<file path="config.mk">
export PLATFORM = sky130hd
export DESIGN_NAME = src_loader_flat
export DESIGN_NICKNAME = d
export VERILOG_FILES = /design/src/rtl/src_pkg.sv /design/src/rtl/src_loader_if.sv /design/src/rtl/bank_cnt.sv /design/src/rtl/src_loader.sv /design/src/flat_wrapper.sv
export SDC_FILE = /design/constraint.sdc
export NUM_CORES = 1
export LEC_CHECK = 0
export CAP_MARGIN = 30
export CORE_MARGIN = 4
export CORE_UTILIZATION = 47
export CTS_BUF_LIST = sky130_fd_sc_hd__clkbuf_8 sky130_fd_sc_hd__clkbuf_16
export CTS_CLUSTER_SIZE = 40
export DETAILED_ROUTE_END_ITERATION = 6
export PLACE_DENSITY = 0.79
export SYNTH_ARGS = -nofsm -noshare
export SYNTH_HDL_FRONTEND = slang
export SYNTH_SLANG_ARGS = --single-unit
</file>
<file path="constraint.sdc">
create_clock -name clk -period 3 [get_ports clk]
set_clock_uncertainty 0.05 [all_clocks]
set_input_delay 0.6 -clock clk [delete_from_list [all_inputs] [get_ports clk]]
set_output_delay 0.6 -clock clk [all_outputs]
set_load 0.05 [all_outputs]
</file>
<file path="src/rtl/src_pkg.sv">
// Shared definitions for the ping-pong source buffer: loader FSM states and
// the bank constants the loader and p_ctrl both rely on.
package src_pkg;

    typedef enum logic [1:0] {IDLE, FILL, WAIT, DONE} ld_state_t;

    localparam int   BANKS   = 2;
    localparam logic P_RESET = 1'b1;

endpackage

</file>
<file path="src/rtl/src_loader_if.sv">
// Valid/ready word stream feeding the source loader.
interface src_loader_if #(
    parameter int DATA_W = 32
);
    logic              s_valid;
    logic [DATA_W-1:0] s_data;
    logic              s_last;
    logic              s_ready;

    modport master (output s_valid, s_data, s_last, input s_ready);
    modport slave  (input s_valid, s_data, s_last, output s_ready);
endinterface

</file>
<file path="src/rtl/bank_cnt.sv">
// Per-bank word counter: supplies the write address and flags the accepted
// word that closes the bank (terminal count or end of stream).
module bank_cnt #(
    parameter int DEPTH  = 16,
    parameter int ADDR_W = $clog2(DEPTH)
) (
    input  logic              clk,
    input  logic              rst,
    input  logic              clr,
    input  logic              acc,
    input  logic              last,
    output logic [ADDR_W-1:0] waddr,
    output logic [ADDR_W:0]   cnt_inc,
    output logic              close
);
    localparam logic [ADDR_W:0] TERM = (ADDR_W+1)'(DEPTH);

    logic [ADDR_W:0] wcnt_d, wcnt_q;

    assign waddr   = wcnt_q[ADDR_W-1:0];
    assign cnt_inc = wcnt_q + (ADDR_W+1)'(1);
    assign close   = acc & (last | (cnt_inc == TERM));

    always_comb begin
        wcnt_d = wcnt_q;
        if (clr || close) begin
            wcnt_d = '0;
        end else if (acc) begin
            wcnt_d = cnt_inc;
        end
    end

    always_ff @(posedge clk or posedge rst) begin
        if (rst) begin
            wcnt_q <= '0;
        end else begin
            wcnt_q <= wcnt_d;
        end
    end

endmodule

</file>
<file path="src/rtl/src_loader.sv">
// Producer side of the ping-pong source buffer: streams words into the free
// bank, publishes full banks on src_en and frees them on s_fin_in.
module src_loader
    import src_pkg::*;
#(
    parameter int DATA_W = 32,
    parameter int DEPTH  = 16,
    parameter int ADDR_W = $clog2(DEPTH)
) (
    input  logic              clk,
    input  logic              rst,
    input  logic              run,
    src_loader_if.slave       s,
    input  logic              p,
    input  logic              s_fin_in,
    output logic              wr_en,
    output logic              wr_bank,
    output logic [ADDR_W-1:0] wr_addr,
    output logic [DATA_W-1:0] wr_data,
    output logic [BANKS-1:0]  src_en,
    output logic [ADDR_W:0]   len0,
    output logic [ADDR_W:0]   len1,
    output logic              src_fin
);
    ld_state_t         state_d, state_q;
    logic              wp_d, wp_q;
    logic [BANKS-1:0]  src_en_d, src_en_q;
    logic [ADDR_W:0]   len0_d, len0_q, len1_d, len1_q;
    logic              src_fin_d, src_fin_q;
    logic              wr_en_d, wr_en_q, wr_bank_d, wr_bank_q;
    logic [ADDR_W-1:0] wr_addr_d, wr_addr_q;
    logic [DATA_W-1:0] wr_data_d, wr_data_q;
    logic              close_d, close_q, last_d, last_q;
    logic [ADDR_W:0]   plen_d, plen_q;

    logic              ready, acc, close;
    logic [ADDR_W-1:0] waddr;
    logic [ADDR_W:0]   cnt_inc;

    assign ready     = (state_q == FILL) & ~src_en_q[wp_q];
    assign acc       = s.s_valid & ready;
    assign s.s_ready = ready;

    bank_cnt #(.DEPTH(DEPTH), .ADDR_W(ADDR_W)) u_cnt (
        .clk     (clk),
        .rst     (rst),
        .clr     (~run),
        .acc     (acc),
        .last    (s.s_last),
        .waddr   (waddr),
        .cnt_inc (cnt_inc),
        .close   (close)
    );

    always_comb begin
        state_d   = state_q;
        wp_d      = wp_q;
        src_en_d  = src_en_q;
        len0_d    = len0_q;
        len1_d    = len1_q;
        src_fin_d = src_fin_q;
        wr_en_d   = 1'b0;
        wr_bank_d = wr_bank_q;
        wr_addr_d = wr_addr_q;
        wr_data_d = wr_data_q;
        close_d   = 1'b0;
        last_d    = 1'b0;
        plen_d    = plen_q;
        if (!run) begin
            state_d   = IDLE;
            wp_d      = P_RESET;
            src_en_d  = '0;
            len0_d    = '0;
            len1_d    = '0;
            src_fin_d = 1'b0;
            wr_bank_d = P_RESET;
            wr_addr_d = '0;
            wr_data_d = '0;
            plen_d    = '0;
        end else begin
            if (s_fin_in) begin
                src_en_d[p] = 1'b0;
            end
            // Publish a closed bank one edge late, when its last write lands.
            if (close_q) begin
                src_en_d[wr_bank_q] = 1'b1;
                if (wr_bank_q) len1_d = plen_q;
                else           len0_d = plen_q;
                if (last_q) src_fin_d = 1'b1;
            end
            if (acc) begin
                wr_en_d   = 1'b1;
                wr_bank_d = wp_q;
                wr_addr_d = waddr;
                wr_data_d = s.s_data;
            end
            if (close) begin
                close_d = 1'b1;
                last_d  = s.s_last;
                plen_d  = cnt_inc;
                wp_d    = ~wp_q;
            end
            case (state_q)
                IDLE: state_d = FILL;
                // A free returned on this same edge counts, so no bubble.
                FILL: if (close) state_d = s.s_last ? DONE
                                         : (src_en_d[~wp_q] ? WAIT : FILL);
                WAIT: if (!src_en_q[wp_q]) state_d = FILL;
                DONE: state_d = DONE;
                default: state_d = IDLE;
            endcase
        end
    end

    always_ff @(posedge clk or posedge rst) begin
        if (rst) begin
            state_q   <= IDLE;
            wp_q      <= P_RESET;
            src_en_q  <= '0;
            len0_q    <= '0;
            len1_q    <= '0;
            src_fin_q <= 1'b0;
            wr_en_q   <= 1'b0;
            wr_bank_q <= P_RESET;
            wr_addr_q <= '0;
            wr_data_q <= '0;
            close_q   <= 1'b0;
            last_q    <= 1'b0;
            plen_q    <= '0;
        end else begin
            state_q   <= state_d;
            wp_q      <= wp_d;
            src_en_q  <= src_en_d;
            len0_q    <= len0_d;
            len1_q    <= len1_d;
            src_fin_q <= src_fin_d;
            wr_en_q   <= wr_en_d;
            wr_bank_q <= wr_bank_d;
            wr_addr_q <= wr_addr_d;
            wr_data_q <= wr_data_d;
            close_q   <= close_d;
            last_q    <= last_d;
            plen_q    <= plen_d;
        end
    end

    assign wr_en   = wr_en_q;
    assign wr_bank = wr_bank_q;
    assign wr_addr = wr_addr_q;
    assign wr_data = wr_data_q;
    assign src_en  = src_en_q;
    assign len0    = len0_q;
    assign len1    = len1_q;
    assign src_fin = src_fin_q;

endmodule

</file>
<file path="src/flat_wrapper.sv">
// flat-port wrapper written by rule: the top's interface ports become plain ports
module src_loader_flat import src_pkg::*;
#(
    parameter int DATA_W = 32,
    parameter int DEPTH  = 16,
    parameter int ADDR_W = $clog2(DEPTH)
)
  (clk, rst, run, p, s_fin_in, wr_en, wr_bank, wr_addr, wr_data, src_en, len0, len1, src_fin, s_s_valid, s_s_data, s_s_last, s_s_ready);
  src_loader_if #(.DATA_W(DATA_W)) s_i ();
  input  logic clk;
  input  logic rst;
  input  logic run;
  input  logic p;
  input  logic s_fin_in;
  output logic wr_en;
  output logic wr_bank;
  output logic [ADDR_W-1:0] wr_addr;
  output logic [DATA_W-1:0] wr_data;
  output logic [BANKS-1:0] src_en;
  output logic [ADDR_W:0] len0;
  output logic [ADDR_W:0] len1;
  output logic src_fin;
  input wire logic [$bits(s_i.s_valid)-1:0] s_s_valid;
  input wire logic [$bits(s_i.s_data)-1:0] s_s_data;
  input wire logic [$bits(s_i.s_last)-1:0] s_s_last;
  output wire logic [$bits(s_i.s_ready)-1:0] s_s_ready;
  assign s_i.s_valid = s_s_valid;
  assign s_i.s_data = s_s_data;
  assign s_i.s_last = s_s_last;
  assign s_s_ready = s_i.s_ready;
  src_loader #(.DATA_W(DATA_W), .DEPTH(DEPTH), .ADDR_W(ADDR_W)) u_core (.clk(clk), .rst(rst), .run(run), .s(s_i), .p(p), .s_fin_in(s_fin_in), .wr_en(wr_en), .wr_bank(wr_bank), .wr_addr(wr_addr), .wr_data(wr_data), .src_en(src_en), .len0(len0), .len1(len1), .src_fin(src_fin));
endmodule
</file>
==> flow_summary.ini <==
[run_status]
run_status = finished, final reports clean

[hold_path]
holdCritPathClass = register to register

[clock_network]
post_cts.repair.setup_buffers = 0
clock_tree.root_cell = sky130_fd_sc_hd__clkbuf_8
cts_tree = done
tritoncts.num_buffers = 9
clk_transition_reported_paths_ps = 70
cts-htree-levels = 3
clock_sink_count = 66
ctsResizeCount = 0
clk-insertion-delay-late_ps = 340
cts-root-to-sink-buffers = 2
hold_buffers = 0

[routing]
detailedRoute.firstPassIterationCount = 4
route.final.wire_length_um = 7540
drt-wirelength-per-cell_um = 15.6
post-route-drc-count = 0
drt-vias-per-instance = 5.31
drtAntennaViolNets = 0
vias = 2574
dr.first_iter.drc_count = 133

[synth]
synth.yosys.warnings = 0
prevailing_post_synth_register_cell = sky130_fd_sc_hd__dfrtp_1
synth.ff_latch_count = 66
synth_largest_type_area_fraction_pct = 51.2
synth_fp_nets = 358
avgSynthCellArea_um2 = 9.84
synth.cell_area_mm2 = 0.00313
count_of_flip_flops_with_a_built_in_enable_after_synthesis = 0
netlist_instances = 318
synth_cell_type_count = 48
synth_top_area_cell = sky130_fd_sc_hd__dfrtp_1
ys_top_cells_by_area = sky130_fd_sc_hd__dfrtp_1 (51%), sky130_fd_sc_hd__nand2_1 (11%), sky130_fd_sc_hd__a21boi_0 (9.4%)
synth_async_sr_flop_share_pct = 100
synth_sequential_area_ratio_pct = 52.8

[place]
post-dp-hpwl_um = 5070
io_buffers = 90
placed_instance_count = 469
place_congestion = 0.779

[power_and_ir_drop]
power_density_mw_per_mm2 = 499
ir_worst_vdd_mv = 0.283
leakagePower_nw = 1.74

[grt]
grt_first_pass_wirelength_um = 11500
globalRouteOverflowTotal = 0
grt_start_max_net_pins = 72
grt_pass1_vias = 2412
grt_antenna_before_repair = 0
groute.usage.overall_pct = 18.8

[die]
die_w_um = 89.6
start_util_pct = 48.7
top_level_ports = 91
core_area_mm2 = 0.00642
floorplan.die.height_um = 89.6
placement_rows = 29
floorplan.die_area_mm2 = 0.00803

[sta]
period_share_pct = 94.3
fin_setup_tns_ps = 0
max-slew-margin-rel_pct = 60.4
tmin_final_ps = 2830
final-setup-viol-count = 0
hold_viol_final = 0
worst_pin_slew_ps = 594
unrepaired_setup_endpoints_after_global_routing = no
maxClockFrequency_ghz = 0.354
report.final.slew_viol_count = 0

[worst_setup_path]
cp-start-kind = register
critical_path_data_required_time_ps = 2350
worst_ep_arrival_time_ps = 2180
critPathCaptureType = primary output
path_max_fanout = 6
worst-setup-path-type = register to primary output

[layout]
multi_input_comb_area_mm2 = 0.00131
sequential_standard_cell_area_mm2 = 0.00165
n_fill_cell = 510
final_layout_size_suffix_gt1_share_pct = 8.82
final-instance-count-excl-fill = 485
final_nets = 443
diodes = 0
area.growth.synth_to_final_pct = 35.3

[run]
max-cap-violations = 0
## path summary, 6_finish.rpt
path,slack (ps),depth (start not counted),to,from
max in group asynchronous,1980,3,u_core.wr_bank$_DFFE_PP1P_,rst
min,470,2,u_core.wr_addr[2]$_DFFE_PP0P_,u_core.wr_addr[2]$_DFFE_PP0P_
min reg2reg,470,2,u_core.wr_addr[2]$_DFFE_PP0P_,u_core.wr_addr[2]$_DFFE_PP0P_
min in group asynchronous,570,3,u_core.wr_data[20]$_DFFE_PP0P_,rst
max reg2reg,1070,5,u_core.wp_q$_DFFE_PP1P_,u_core.u_cnt.wcnt_q[0]$_DFFE_PP0P_
max,170,3,s_s_ready,u_core.wp_q$_DFFE_PP1P_
## critical path: stages, from the launching register on
cell and delay [ps]:
sky130_fd_sc_hd__dfstp_2 570, sky130_fd_sc_hd__mux2_4 350, sky130_fd_sc_hd__nor2_1 110, sky130_fd_sc_hd__clkdlybuf4s50_1 810
## area by class of cell
cell class,instances,share of cell area (%)
flip-flops and latches,66,39.1
repair buffers,97,22.7
clock buffers,9,2.93
well taps,77,2.28
multi-input cells,224,30.9
clock inverters,7,1.65
inverters,5,0.473
## per-stage QoR
step	util (%)	setup slack (ps)	hold slack, ps	instance area, µm²	power, mW
6_report	65.9	172	472	4230	2.11
5_1_grt	65.9	70.2	503	4230	2.20
4_1_cts	65.9	150	476	4230	2.14
3_5_place_dp	62.9	535	461	4040	1.40
3_3_place_gp	62.9	521	459	4040	1.39
2_1_floorplan	-	699	435	3130	1.24
## cells in the final DEF, fill, tap and decap left out, types with 5 or more instances in the layout
cell and instances:
sky130_fd_sc_hd__nand2_1 90, sky130_fd_sc_hd__clkdlybuf4s50_1 89, sky130_fd_sc_hd__dfrtp_1 64, sky130_fd_sc_hd__a21boi_0 39
sky130_fd_sc_hd__nand3_1 16, sky130_fd_sc_hd__nor2b_1 10, sky130_fd_sc_hd__clkbuf_8 9, sky130_fd_sc_hd__mux2i_1 6
sky130_fd_sc_hd__nor2_1 6, sky130_fd_sc_hd__o21ai_0 6, sky130_fd_sc_hd__buf_4 6, sky130_fd_sc_hd__o211ai_1 5
sky130_fd_sc_hd__a21boi_1 5
## where the power goes
| part | switching [mW] | total [mW] | internal [mW] |
|---|---|---|---|
| clock network | 0.357 | 0.737 | 0.380 |
| logic | 0.262 | 0.417 | 0.154 |
| registers | 0.0285 | 0.959 | 0.930 |
## metal layers
metal  vias to the layer above  global-route usage (%)  part of all wire, %
met5                         -                       0                    0
met4                         0                    7.04                  1.7
met3                        11                    4.11                  5.1
met2                        66                    30.3                   50
met1                      1239                    25.1                   43
li1                       1258                       -                    -
## cells in the mapped netlist (2+ instances only)
master / count
sky130_fd_sc_hd__nand2b_1: 4
sky130_fd_sc_hd__buf_4: 3
sky130_fd_sc_hd__nand2_1: 90
sky130_fd_sc_hd__a21boi_0: 39
sky130_fd_sc_hd__clkbuf_8: 3
sky130_fd_sc_hd__clkbuf_1: 7
sky130_fd_sc_hd__o22ai_1: 2
sky130_fd_sc_hd__nor4_1: 3
sky130_fd_sc_hd__o211ai_1: 5
sky130_fd_sc_hd__buf_1: 2
sky130_fd_sc_hd__buf_2: 6
sky130_fd_sc_hd__a21oi_1: 3
sky130_fd_sc_hd__o21ai_0: 6
sky130_fd_sc_hd__a21boi_1: 5
sky130_fd_sc_hd__dfrtp_1: 64
sky130_fd_sc_hd__nand3_1: 16
sky130_fd_sc_hd__mux2i_1: 6
sky130_fd_sc_hd__o221ai_1: 2
sky130_fd_sc_hd__nand4b_1: 2
sky130_fd_sc_hd__o2111ai_1: 3
sky130_fd_sc_hd__nor2_1: 6
sky130_fd_sc_hd__dfstp_2: 2
sky130_fd_sc_hd__xnor2_1: 2
sky130_fd_sc_hd__nor2b_1: 10
sky130_fd_sc_hd__inv_1: 4
## flip-flops by register name, summed over array words and instances, names as in the netlist
register and cells:
u_core.wp_q 1, u_core.wr_bank 1, u_core.u_cnt.wcnt_q 5, u_core.wr_data 32, u_core.close_q 1, u_core.len1 5, u_core.wr_addr 4, u_core.plen_q 5
u_core.len0 5, u_core.src_en 2, u_core.last_q 1, u_core.src_fin 1, u_core.wr_en 1, u_core.state_q 2
## cells by family after synthesis
group / Yosys count / synth area share [%]
XOR/XNOR: 3 / 0.839
multiplexers: 7 / 2.40
adder cells (fa/ha/maj): 1 / 0.400
AND/OR/NAND/NOR: 138 / 19.7
buffers and inverters: 28 / 5.36
flip-flops: 66 / 52.8
AO/OA/AOI/OAI: 75 / 18.4
Note: power is estimated with default switching activity, not from simulation.
